[src/rtl/uart_msg_sender.sv]
// uart_msg_sender: UART transmitter that sends a fixed parameter message with internal baud timing
// Ports: clk, rst_n (async active-low reset, sync release)
//   start     async request, synchronised; a rising edge starts the message when idle
//   repeat_en level, sampled at message end; 1 restarts the message after REPEAT_GAP bit-times
//   abort     sync level; returns to idle at the next edge without a done pulse
//   tx        serial line, idle high
//   busy      high while a message (or repeat gap) is in progress
//   done      one-cycle pulse when a message completes normally
//   char_idx  index of the message byte being sent
module uart_msg_sender #(
    parameter int CLKS_PER_BIT = 234,
    parameter int MSG_LEN = 15,
    parameter logic [MSG_LEN*8-1:0] MSG = 120'h48656c6c6f2c20576f726c64210a00,
    parameter int DATA_BITS = 8,
    parameter int PARITY = 0,
    parameter int STOP_BITS = 1,
    parameter int NUL_TERM = 1,
    parameter int REPEAT_GAP = 0,
    localparam int IW = MSG_LEN > 1 ? $clog2(MSG_LEN) : 1
) (
    input  logic          clk,
    input  logic          rst_n,
    input  logic          start,
    input  logic          repeat_en,
    input  logic          abort,
    output logic          tx,
    output logic          busy,
    output logic          done,
    output logic [IW-1:0] char_idx
);
    localparam int GAP_CYC = REPEAT_GAP * CLKS_PER_BIT;
    localparam int CW = $clog2((GAP_CYC > CLKS_PER_BIT ? GAP_CYC : CLKS_PER_BIT) + 1);
    localparam logic [7:0] DMASK = 8'((16'd1 << DATA_BITS) - 16'd1);
    typedef enum logic [2:0] {S_IDLE, S_START, S_DATA, S_PAR, S_STOP, S_END, S_GAP} state_t;
    state_t state, state_n;
    logic [CW-1:0] cnt, cnt_n;
    logic [2:0] bcnt, bcnt_n;
    logic [7:0] sh, sh_n, ld_byte;
    logic par, par_n, tx_n, ld, bit_end;
    logic [IW-1:0] idx_n, ld_idx;
    logic [MSG_LEN*8-1:0] msg_sh;
    logic s1, s2, s3, edge_r;
    assign bit_end = cnt == CW'(CLKS_PER_BIT - 1);
    assign busy = state != S_IDLE;
    assign done = state == S_END;
    // ld marks the LOAD step: fetch byte ld_idx and either open a frame or end on a NUL.
    // It is folded into the cycle that closes the previous stop bit, so frames run back-to-back.
    always_comb begin
        state_n = state;
        cnt_n = cnt + CW'(1);
        bcnt_n = bcnt;
        sh_n = sh;
        par_n = par;
        idx_n = char_idx;
        ld = 1'b0;
        ld_idx = '0;
        case (state)
            S_IDLE: begin
                cnt_n = '0;
                ld = edge_r;
            end
            S_START: if (bit_end) begin
                state_n = S_DATA;
                cnt_n = '0;
                bcnt_n = '0;
            end
            S_DATA: if (bit_end) begin
                cnt_n = '0;
                sh_n = sh >> 1;
                bcnt_n = bcnt + 3'd1;
                if (bcnt == 3'(DATA_BITS - 1)) begin
                    state_n = PARITY != 0 ? S_PAR : S_STOP;
                    bcnt_n = '0;
                end
            end
            S_PAR: if (bit_end) begin
                state_n = S_STOP;
                cnt_n = '0;
                bcnt_n = '0;
            end
            S_STOP: if (bit_end) begin
                cnt_n = '0;
                bcnt_n = bcnt + 3'd1;
                if (bcnt == 3'(STOP_BITS - 1)) begin
                    bcnt_n = '0;
                    if (char_idx == IW'(MSG_LEN - 1)) begin
                        state_n = S_END;
                        idx_n = '0;
                    end else begin
                        ld = 1'b1;
                        ld_idx = char_idx + IW'(1);
                    end
                end
            end
            // END is the first idle cycle of the repeat gap, so GAP itself runs GAP_CYC-1 cycles
            S_END: begin
                cnt_n = '0;
                idx_n = '0;
                state_n = repeat_en ? S_GAP : S_IDLE;
                ld = repeat_en && GAP_CYC == 0;
            end
            S_GAP: ld = cnt == CW'(GAP_CYC - 2);
            default: state_n = S_IDLE;
        endcase
        msg_sh = MSG << (8 * int'(ld_idx));
        ld_byte = msg_sh[MSG_LEN*8-1 -: 8];
        if (ld) begin
            idx_n = ld_idx;
            cnt_n = '0;
            bcnt_n = '0;
            state_n = (NUL_TERM != 0 && ld_byte == 8'h00) ? S_END : S_START;
            sh_n = ld_byte & DMASK;
            par_n = ^(ld_byte & DMASK) ^ (PARITY == 1);
        end
        if (abort) begin
            state_n = S_IDLE;
            idx_n = '0;
            cnt_n = '0;
            bcnt_n = '0;
        end
        tx_n = state_n == S_START ? 1'b0 : state_n == S_DATA ? sh_n[0] : state_n == S_PAR ? par_n : 1'b1;
    end
    always_ff @(posedge clk or negedge rst_n) begin
        if (!rst_n) begin
            state <= S_IDLE;
            cnt <= '0;
            bcnt <= '0;
            sh <= '0;
            par <= 1'b0;
            char_idx <= '0;
            tx <= 1'b1;
            s1 <= 1'b0;
            s2 <= 1'b0;
            s3 <= 1'b0;
            edge_r <= 1'b0;
        end else begin
            state <= state_n;
            cnt <= cnt_n;
            bcnt <= bcnt_n;
            sh <= sh_n;
            par <= par_n;
            char_idx <= idx_n;
            tx <= tx_n;
            s1 <= start;
            s2 <= s1;
            s3 <= s2;
            edge_r <= s2 & ~s3;
        end
    end
endmodule
[config.mk]
export PLATFORM = sky130hd
export DESIGN_NAME = uart_msg_sender
export DESIGN_NICKNAME = d
export VERILOG_FILES = /design/src/rtl/uart_msg_sender.sv
export SDC_FILE = /design/constraint.sdc
export NUM_CORES = 1
export LEC_CHECK = 0
export BUFFER_PORTS_ARGS = -buffer_cell sky130_fd_sc_hd__buf_2
export CELL_PAD_IN_SITES_DETAIL_PLACEMENT = 1
export CELL_PAD_IN_SITES_GLOBAL_PLACEMENT = 2
export CORE_MARGIN = 4
export CORE_UTILIZATION = 35
export CTS_BUF_LIST = sky130_fd_sc_hd__clkbuf_16
export CTS_CLUSTER_SIZE = 20
export DETAILED_ROUTE_END_ITERATION = 16
export PLACE_DENSITY = 0.8
export SYNTH_ARGS = -nofsm -noshare
export SYNTH_HDL_FRONTEND = slang
export SYNTH_SLANG_ARGS = --single-unit
[constraint.sdc]
create_clock -name clk -period 10.01 [get_ports clk]
set_input_delay 1.5015 -clock clk [delete_from_list [all_inputs] [get_ports clk]]
set_output_delay 1.5015 -clock clk [all_outputs]
set_load 0.02 [all_outputs]
# Yosys cells after proc, flatten, opt, wreduce, memory -nomap -nowiden
# Cells that the tools add are included.
# op_classes
n_addsub,3
multipliers,0
div_mod_pow,0
n_lt_le_gt_ge,0
n_eq_ne,18
shifts,1
mux,45
bitwise_logic,2
n_reduce_logical,16
# op_table
op,n
"119-bit by 7-bit left shift with 120-bit output, first input constant",1
3-bit two-way mux,18
8-bit two-way mux,6
4-bit two-way mux,9
3-bit one-hot mux with 6 select lines,1
"8-bit equality test, second input constant",2
"4-bit != test, second input constant",4
8-bit one-hot mux with 2 select lines,1
"3-bit by 2-bit equality test with 1-bit output, second input constant",4
"3-bit equality test, second input constant",4
3-bit one-hot mux with 3 select lines,1
"8-bit by 1-bit adder with 8-bit output, second input constant",1
8-bit logical NOT,1
4-bit one-hot mux with 2 select lines,1
4-bit AND reduction,2
8-bit parity,1
1-bit two-way mux,7
"3-bit by 1-bit equality test with 1-bit output, second input constant",2
3-bit logical NOT,2
2-bit OR reduction,3
5-bit nonzero test,1
"4-bit by 1-bit adder with 4-bit output, second input constant",1
"4-bit equality test, second input constant",1
"4-bit by 1-bit != test with 1-bit output, second input constant",1
other kinds (9),10
# word_totals
ff_bits,32
latchBits,0
mem_bits_rw,0
rom_bits,0
in_bits,5
out_inout_bits,7
wordCells,97
mem_count,0

# Depth between registers and ports, before layout
# Gate-level depths: netlist (run 1).
# logic_depth
ltp_word,14
depth_mapped,18
depth_no_buf,17

# Worst setup path after synthesis (run 1)
# Ideal clock, no wire load.
# synth_path
path_type,register to register
startpoint,register cnt[1]
endpoint,register par
setup_ns,0.126
t_arrival_ns,3.302
required_time_ns,9.884
setup_slack_ns,6.582
path_stages_with_launch,18
n_path_buf,0
period_less_slack_ns,3.428
cell_sequence,dfrtp_1 -> inv_1 -> ha_1 -> and4bb_1 -> nand4_1 -> nand2b_1 -> nor2_1 -> inv_1 -> ha_1 -> nor3_1 -> o21ai_0 -> a21boi_0 -> a21o_2 -> ha_1 -> xor2_1 -> xnor2_1 -> xnor2_1 -> mux2i_1
# synth_between
elab_chain_len,6
elab_cells_between_ends,9
cone_classes,2 x eq/ne; 1 x shift; 5 x mux; 1 x reduce/logical
# synth_lines
element,line,text
from (decl),36,"logic [CW-1:0] cnt, cnt_n;"
from (signal assigned),138,cnt <= cnt_n;
8-bit equality test,43,assign bit_end = cnt == CW'(CLKS_PER_BIT - 1);
4-bit two-way mux,81,S_STOP: if (bit_end) begin
4-bit two-way mux,57,case (state)
119-bit by 7-bit left shift with 120-bit output,105,msg_sh = MSG << (8 * int'(ld_idx));
8-bit parity,113,par_n = ^(ld_byte & DMASK) ^ (PARITY == 1);
1-bit two-way mux (*),107,if (ld) begin
net par_n,39,"logic par, par_n, tx_n, ld, bit_end;"
to (signal assigned),141,par <= par_n;
to (decl),39,
# Mark *: on every way through the listed nets, which the timed path passes. The rest lies on a longest branch.
# A chain may end at the register's enable or synchronous reset.

# Final worst setup path (run 1)
# Ends and elaborated chain as after synthesis.

==> results of run 1 <==
## power groups by stage
stage,Clock [mW],Combinational [mW],Sequential (mW)
after floorplan,0,0.0120,0.133
after global placement,0,0.0189,0.134
after detailed placement,0,0.0188,0.134
after CTS,0.172,0.0189,0.132
after global routing,0.178,0.0208,0.132
final,0.167,0.0185,0.132
## cell type report
cell class | count | area [um^2] | share of cell area (%)
Clock buffer | 5 | 125 | 5.18
Sequential cell | 31 | 777 | 32.2
Tap cell | 75 | 93.8 | 3.89
Multi-Input combinational cell | 177 | 1290 | 53.5
Inverter | 9 | 33.8 | 1.40
Timing Repair Buffer | 11 | 55.1 | 2.28
Clock inverter | 3 | 38.8 | 1.61
## state kept, by name, indices dropped and copies added (netlist names), 3 cells and up
signal    count
char_idx      4
cnt           8
bcnt          3
sh            7
state         3
## critical path, cell delays in order (launching register included)
cell	delay, ps
dfrtp_1	410
inv_1	100
ha_1	160
and4bb_1	340
nand4_1	230
nor2_1	690
nand2_1	280
inv_1	170
ha_1	260
nor2_1	70
o21ai_0	160
a21boi_0	120
a21o_2	200
ha_1	290
xor2_1	170
xnor2_1	210
xnor2_1	150
mux2i_1	90
## worst paths after layout
check,from,to,slack (ps),cells past startpoint
worst min register to register,s1,s2,350,0
worst min-delay path,s1,s2,350,0
worst max register to register,cnt[1],par,5750,17
max in group asynchronous,rst_n,cnt[7],8310,1
min in group asynchronous,rst_n,bcnt[0],1260,1
worst max-delay path,cnt[1],par,5750,17
## metrics by stage
stage / worst slack (ps) / cells / instance area [um^2] / hold slack [ps] / utilization (%)
3_3_place_gp: 5890 / 303 / 2250 / 337 / 38.0
6_report: 5750 / 311 / 2410 / 352 / 40.8
5_1_grt: 5260 / 311 / 2410 / 363 / 40.8
2_1_floorplan: 6580 / 225 / 2140 / 331 / -
4_1_cts: 5720 / 311 / 2410 / 358 / 40.8
3_5_place_dp: 5740 / 303 / 2250 / 346 / 38.0
## logic make-up after synthesis
| logic type | after synthesis |
|---|---|
| AOI/OAI and AO/OA | 44 |
| and+or+nand+nor | 89 |
| adders and majority gates | 18 |
| buffers and inverters | 17 |
| DFF | 31 |
| xor gates and xnor gates | 13 |
| muxes | 13 |
## per-layer routing
metal  up-vias  track usage (%)  wire length [um]
met1       832             20.5              2440
li1        827                -                 -
met3         4             2.50               111
met4         0             4.32                63
met5         -                0                 0
met2        15             25.2              2500
## placed cells by master, fill, tap and decap left out, types with 4 or more instances in the layout
master,n
nor3_1,8
dfrtp_1,30
clkbuf_16,5
inv_1,9
nand2_1,16
o21ai_0,8
nor2_1,22
nand3_1,11
buf_2,11
nor2b_1,5
xor2_1,5
a211oi_1,4
xnor2_1,7
mux2i_1,10
a21oi_1,7
ha_1,18
==> impl_metrics.env, run 1 <==
export IMPL_drtIter0Drc=51
export IMPL_required_ps=10130
export IMPL_crit_type="reg2reg"
export IMPL_grt_overflow=0
export IMPL_cts_max_path_buffers=2
export IMPL_rsz0062_at_grt="false"
export IMPL_synth_top_family_by_area="simple AND/OR/NAND/NOR gates"
export IMPL_fin_crit_ps=4260
export IMPL_cellInternalPower_mw=0.252
export IMPL_synth_fp_nets=248
export IMPL_synth_area_mux_share_pct=6.26
export IMPL_power_switching_mw=0.0652
export IMPL_cts_root_buf="clkbuf_16"
export IMPL_ys_ff_latch=31
export IMPL_grt_pass1_vias=1727
export IMPL_timing_fmax_mhz=235
export IMPL_post_cts_buffers=0
export IMPL_clock_sinks=31
export IMPL_start_kind="register"
export IMPL_synth_warnings=0
export IMPL_relSlewSlack_pct=46.2
export IMPL_insertion_delay_ps=270
export IMPL_end_kind="register"
export IMPL_routed_wl_um=5120
export IMPL_outcome="finished, final reports clean"
export IMPL_ant_nets=0
export IMPL_yosysMostFrequentCell="dfrtp_1"
export IMPL_fill_cells=688
export IMPL_placement_io_buffers=11
export IMPL_syn_area_per_cell_um2=9.50
export IMPL_power_frac_seq_pct=41.5
export IMPL_die_h_um=86.2
export IMPL_clkPwrFrac_pct=52.6
export IMPL_vias_per_cell=5.40
export IMPL_firstDrtPassIters=4
export IMPL_fp_coreArea_mm2=0.00592
export IMPL_diodes=0
export IMPL_synth_area_leaders="dfrtp_1 35%, ha_1 11%, mux2i_1 4.7%, nor2_1 3.9%, xnor2_1 2.9%"
export IMPL_setup_viol=0
export IMPL_p_per_area_mw_per_mm2=131
export IMPL_maxSlewViolCount=0
export IMPL_yosysTopAreaCell="dfrtp_1"
export IMPL_synth_area_mm2=0.00214
export IMPL_drive_gt1_share_pct=14.8
export IMPL_setup_tns_ps=0
export IMPL_grt_pass1_wl_um=8980
export IMPL_cts_buffers=5
export IMPL_synth_compound_area_share_pct=15.0
export IMPL_ys_types=58
export IMPL_die_x_um=86.2
export IMPL_p_total_mw=0.317
export IMPL_finalNetCount=258
export IMPL_holdCritPathClass="reg2reg"
export IMPL_path_clk_slew_ps=50
export IMPL_async_flop_share_pct=100
export IMPL_fin_skew_ps=3.82
export IMPL_leakagePower_nw=1.04
export IMPL_drt_wirelength_per_cell_um=16.4
export IMPL_synth_edf_count=0
export IMPL_initial_core_util_pct=36.1
export IMPL_synth_top_flop_cell="dfrtp_1"
export IMPL_syn_to_final_growth_pct=12.9
export IMPL_cp_max_fo=12
export IMPL_hold_buffers=0
export IMPL_hold_viol=0
export IMPL_io_pins=12
export IMPL_gp_congestion=0.811
export IMPL_ir_drop_mv=0.0718
export IMPL_swShare_pct=20.6
export IMPL_grt_max_degree=32
export IMPL_ctsResizeCount=0
export IMPL_synth_xor_area_share_pct=5.68
export IMPL_worstPathArrival_ps=4380
export IMPL_hpwl_um=3930
export IMPL_pwr_share_comb_pct=5.8
export IMPL_drv_cap=0
export IMPL_syn_inst=225
export IMPL_synth_common_cells="30 x dfrtp_1, 22 x nor2_1, 18 x ha_1, 16 x nand2_1, 11 x nand3_1"
export IMPL_seq_area_frac_synth_pct=36.3
export IMPL_period_share_pct=42.6
export IMPL_grt_use_total_pct=15.2
export IMPL_worst_pin_slew_ps=805
export IMPL_row_count=28
export IMPL_die_area_mm2=0.00742
export IMPL_route_detailed_drc=0
export IMPL_cts_max_level=2
export IMPL_cts_tree="done"
export IMPL_synth_simple_area_share_pct=22.9
export IMPL_yosysTopAreaCellShare_pct=35.1
export IMPL_synthAdderAreaFrac_pct=10.5
export IMPL_antenna_found_initial=0
export IMPL_vias=1678
Power figures use the tool's default switching activity.
==> run 2: changes to the inputs <==
- ABC_AREA: unset -> 1
- PLACE_DENSITY: 0.8 -> 0.86
- clock period: 10.01 -> 4.35 ns (I/O delays scaled with it)
==> impl_metrics.env, run 2 <==
export IMPL_drtIter0Drc=61
export IMPL_vias_per_cell=4.81
export IMPL_seq_area_frac_synth_pct=36.7
export IMPL_syn_area_per_cell_um2=7.32
export IMPL_cts_max_level=2
export IMPL_drt_wirelength_per_cell_um=13.7
export IMPL_die_area_mm2=0.00735
export IMPL_synth_warnings=0
export IMPL_holdCritPathClass="reg2reg"
export IMPL_hold_viol=0
export IMPL_regArea_um2=777
export IMPL_cts_buffers=5
export IMPL_grt_pass1_wl_um=9130
export IMPL_syn_inst=289
export IMPL_cts_tree="done"
export IMPL_fill_cells=765
export IMPL_ys_types=27
export IMPL_ys_ff_latch=31
export IMPL_syn_to_final_growth_pct=14.4
export IMPL_worstPathArrival_ps=3850
export IMPL_crit_type="reg2reg"
export IMPL_leakagePower_nw=1.26
export IMPL_placement_io_buffers=11
export IMPL_io_pins=12
export IMPL_hold_buffers=0
export IMPL_critPathTopFamily="simple AND/OR/NAND/NOR gates"
export IMPL_grt_max_degree=32
export IMPL_row_count=28
export IMPL_cpMaxStageDelayCell="dfrtp_1"
export IMPL_gp_congestion=0.841
export IMPL_whs_path_depth=0
export IMPL_diodes=0
export IMPL_cp_endpoint="tx"
export IMPL_antenna_found_initial=0
export IMPL_drive_gt1_share_pct=14.7
export IMPL_start_kind="register"
export IMPL_grt_use_total_pct=15.6
export IMPL_end_kind="register"
export IMPL_synth_common_cells="77 x nand2_1, 42 x inv_1, 31 x nor2_1, 30 x dfrtp_1, 28 x nand3_1"
export IMPL_post_cts_buffers=0
export IMPL_firstDrtPassIters=4
export IMPL_outcome="finished, final reports clean"
export IMPL_yosysMostFrequentCell="nand2_1"
export IMPL_p_total_mw=0.804
export IMPL_ctsResizeCount=0
export IMPL_period_share_pct=83.8
export IMPL_routed_wl_um=5230
export IMPL_r2r_end="tx"
export IMPL_rsz0062_at_grt="false"
export IMPL_die_h_um=85.8
export IMPL_fin_util_pct=41.1
export IMPL_drv_cap=0
export IMPL_relSlewSlack_pct=51.8
export IMPL_synth_area_mm2=0.00212
export IMPL_timing_fmax_mhz=274
export IMPL_cpPeakStageDelay_ps=400
export IMPL_critPathMostFrequentCell="nand2_1"
export IMPL_cp_startpoint="cnt[1]"
export IMPL_path_clk_slew_ps=50
export IMPL_synth_fp_nets=312
export IMPL_setup_tns_ps=0
export IMPL_grt_pass1_vias=1891
export IMPL_cp_depth=26
export IMPL_p_per_area_mw_per_mm2=332
export IMPL_final_cell_mix="77 x nand2_1, 42 x inv_1, 31 x nor2_1"
export IMPL_yosysTopAreaCellShare_pct=35.5
export IMPL_ant_nets=0
export IMPL_hpwl_um=4060
export IMPL_cp_max_fo=5
export IMPL_synth_area_leaders="dfrtp_1 35%, nand2_1 14%, ha_1 11%, inv_1 7.5%, nand3_1 6.6%"
export IMPL_vias=1839
export IMPL_yosysTopAreaCell="dfrtp_1"
export IMPL_regToRegSetupSlack_ps=700
export IMPL_multi_input_area_mm2=0.00114
export IMPL_required_ps=4560
export IMPL_maxSlewViolCount=0
export IMPL_reg2reg_from="cnt[1]"
export IMPL_route_detailed_drc=0
export IMPL_top_register="cnt"
export IMPL_finalNetCount=329
export IMPL_final_common_cell="nand2_1"
export IMPL_fin_crit_ps=3650
export IMPL_synth_top_flop_cell="dfrtp_1"
export IMPL_cp_num_buf_inv=6
export IMPL_clock_sinks=31
export IMPL_ir_drop_mv=0.188
export IMPL_async_flop_share_pct=100
export IMPL_synth_edf_count=0
export IMPL_largest_reg_flops=8
export IMPL_cts_root_buf="clkbuf_16"
export IMPL_cts_max_path_buffers=2
export IMPL_grt_overflow=0
export IMPL_initial_core_util_pct=35.9
export IMPL_worst_pin_slew_ps=722
export IMPL_fin_skew_ps=6.19
export IMPL_reg2reg_depth=26
export IMPL_reg_top3="cnt: 8 flops, sh: 7 flops, char_idx: 4 flops"
export IMPL_die_x_um=85.8
export IMPL_insertion_delay_ps=280
export IMPL_setup_viol=0
export IMPL_fp_coreArea_mm2=0.00589
run 2: worst min-delay path by stage:
stage / start / end / slack [ps]
CTS: s1 / s2 / 370
global placement: s1 / s2 / 350
floorplan: s1 / s2 / 330
global route: s2 / s3 / 400
detailed placement: s1 / s2 / 360
finish: s1 / s2 / 370
run 2: cell type report:
type                    count  area share, %
clock buffers               5           5.17
clock inverters             3           1.60
inverters                  49           7.80
multi-input cells         208           47.2
flip-flops and latches     31           32.1
well taps                  75           3.88
repair buffers             11           2.27
run 2: cell families (layout without fill, tap and decap cells):
group	count (synthesis)	count (layout)	synth area share, %
buffers and inverters	50	68	9.28
XOR/XNOR	5	5	2.07
adder cells (fa/ha/maj)	18	18	10.6
AO/OA/AOI/OAI	26	26	7.39
AND/OR/NAND/NOR	159	159	33.9
flip-flops	31	31	36.7
run 2: power by group:
group	leakage, nW	total (mW)	switching [mW]	internal (mW)
combinational	0.768	0.0876	0.0601	0.0275
clock	0.0812	0.396	0.129	0.267
sequential	0.408	0.320	0.0124	0.308
total	1.26	0.804	0.202	0.602
run 2: layer usage:
| metal | share of wire, % | GRT usage (%) | up-vias |
|---|---|---|---|
| met5 | 0 | 0 | - |
| met1 | 49 | 20.7 | 868 |
| met2 | 47 | 25.2 | 22 |
| met3 | 2.7 | 3.07 | 7 |
| li1 | - | - | 942 |
| met4 | 1.5 | 5.32 | 0 |
run 2: stage by stage:
step | hold WS (ps) | std cells | area (um^2) | setup slack (ps)
3_3_place_gp | 345 | 374 | 2260 | 910
6_report | 371 | 382 | 2420 | 703
4_1_cts | 368 | 382 | 2420 | 677
2_1_floorplan | 331 | 289 | 2120 | 1230
3_5_place_dp | 356 | 374 | 2260 | 806
5_1_grt | 396 | 382 | 2420 | 325
==> run 3: changes to the inputs <==
- CORE_UTILIZATION: 35 -> 32
- PLACE_DENSITY: 0.86 -> 0.84
- clock period: 4.35 -> 3.1 ns (I/O delays scaled with it)
==> impl_metrics.env, run 3 (synthesized netlist as in run 2, its figures left out) <==
export IMPL_outcome="finished, final reports clean"
export IMPL_grt_pass1_wl_um=9940
export IMPL_grt_overflow=0
export IMPL_rsz0062_at_grt="true"
export IMPL_power_switching_mw=0.295
export IMPL_grt_max_degree=32
export IMPL_cp_max_fo=5
export IMPL_grt_met2_usage_pct=27.2
export IMPL_regToRegSetupSlack_ps=110
export IMPL_swShare_pct=27.5
export IMPL_grtUsageMet1_pct=20.8
export IMPL_die_x_um=89.3
export IMPL_worst_pin_slew_ps=715
export IMPL_fin_crit_ps=2990
export IMPL_initial_core_util_pct=33.1
export IMPL_drv_cap=0
export IMPL_critPathMostFrequentCell="nand2_1"
export IMPL_setup_viol=0
export IMPL_fp_coreArea_mm2=0.00639
export IMPL_worstPathArrival_ps=3190
export IMPL_final_common_cell="nand2_1"
export IMPL_vias=2043
export IMPL_vias_per_cell=4.90
export IMPL_holdCritPathClass="in2async"
export IMPL_required_ps=3310
export IMPL_busiest_layer="met2"
export IMPL_start_kind="register"
export IMPL_maxSlewViolCount=0
export IMPL_antenna_found_initial=0
export IMPL_firstDrtPassIters=4
export IMPL_ir_drop_mv=0.216
export IMPL_ant_nets=0
export IMPL_hold_viol=0
export IMPL_timing_fmax_mhz=335
export IMPL_drive_gt1_share_pct=35.3
export IMPL_power_frac_seq_pct=41.5
export IMPL_clock_sinks=31
export IMPL_cp_startpoint="cnt[1]"
export IMPL_gp_congestion=0.871
export IMPL_drt_wirelength_per_cell_um=14.1
export IMPL_fin_util_pct=44.7
export IMPL_row_count=29
export IMPL_largest_reg_flops=8
export IMPL_cts_buffers=5
export IMPL_leakagePower_nw=1.47
export IMPL_path_clk_slew_ps=50
export IMPL_fill_cells=794
export IMPL_cts_max_level=2
export IMPL_route_detailed_drc=0
export IMPL_routed_wl_um=5860
export IMPL_grt_pass1_vias=2169
export IMPL_top_register="cnt"
export IMPL_hpwl_um=4220
export IMPL_end_kind="register"
export IMPL_reg2reg_from="cnt[1]"
export IMPL_insertion_delay_ps=280
export IMPL_setup_tns_ps=0
export IMPL_cts_root_buf="clkbuf_16"
export IMPL_use_met3_pct=3.23
export IMPL_placed_area_mm2=0.00242
export IMPL_whs_ps=238
export IMPL_critPathTopFamily="simple AND/OR/NAND/NOR gates"
export IMPL_cellInternalPower_mw=0.780
export IMPL_reg_top3="cnt: 8 flops, sh: 7 flops, char_idx: 4 flops"
export IMPL_pwr_share_comb_pct=14.6
export IMPL_r2r_end="tx"
export IMPL_cpMaxStageDelayCell="dfrtp_1"
export IMPL_relSlewSlack_pct=52.3
export IMPL_syn_to_final_growth_pct=35.1
export IMPL_io_pins=12
export IMPL_cts_tree="done"
export IMPL_diodes=0
export IMPL_cts_max_path_buffers=2
export IMPL_crit_type="reg2reg"
export IMPL_grt_use_total_pct=16.1
export IMPL_cpPeakStageDelay_ps=390
export IMPL_finalNetCount=362
export IMPL_fin_skew_ps=3.03
export IMPL_final_cell_mix="69 x nand2_1, 32 x buf_4, 29 x inv_1, 29 x dfrtp_1, 28 x nor2_1"
export IMPL_cp_depth=28
export IMPL_post_route_cell_area_mm2=0.00286
export IMPL_drtIter0Drc=98
export IMPL_cp_num_buf_inv=7
export IMPL_reg2reg_depth=28
export IMPL_p_per_area_mw_per_mm2=376
export IMPL_die_area_mm2=0.00798
export IMPL_period_share_pct=96.3
export IMPL_hold_buffers=0
export IMPL_cp_endpoint="tx"
export IMPL_clkPwrFrac_pct=43.9
export IMPL_placement_io_buffers=11
export IMPL_die_h_um=89.3
-- run 3: power groups by stage --
stage	logic [mW]	registers, mW	clock network [mW]
floorplan	0.0864	0.453	0
global placement	0.139	0.452	0
detailed placement	0.144	0.452	0
CTS	0.148	0.445	0.486
global route	0.182	0.450	0.506
finish	0.157	0.446	0.472
-- run 3: repair_timing --
| item | in CTS | in global routing |
|---|---|---|
| pin swaps | 2 | 21 |
| resized for setup | 6 | 53 |
| buffers inserted | 3 | 9 |
| setup endpoints to repair | 1 | 2 |
| gates cloned | 0 | 0 |
-- run 3: how the worst min path moves through the flow --
| stage | startpoint | end | slack, ps |
|---|---|---|---|
| floorplan | rst_n | bcnt[0] | 170 |
| global placement | s1 | s2 | 340 |
| detailed placement | s1 | s2 | 340 |
| CTS | rst_n | cnt[0] | 270 |
| global route | start | s1 | 290 |
| finish | rst_n | cnt[7] | 240 |
-- run 3: final cells by class --
type,count,area [um^2],share of cell area [%]
Clock buffer,5,125,4.38
Clock inverter,3,12.5,0.438
Inverter,49,194,6.79
Multi-Input combinational cell,208,1350,47.1
Sequential cell,31,778,27.2
Tap cell,77,96.3,3.37
Timing Repair Buffer,44,307,10.7
-- run 3: metrics by stage --
step	setup slack [ps]	instances	power (mW)
6_report	113	417	1.08
5_1_grt	-121	417	1.14
4_1_cts	1.58	408	1.08
3_5_place_dp	-87.8	397	0.596
3_3_place_gp	54.6	397	0.591
2_1_floorplan	43.4	289	0.540
-- run 3: routing by layer --
metal	wire length [um]	vias to the layer above
met5	0	-
met4	77	0
met3	153	7
met2	2950	22
met1	2680	1003
li1	-	1011
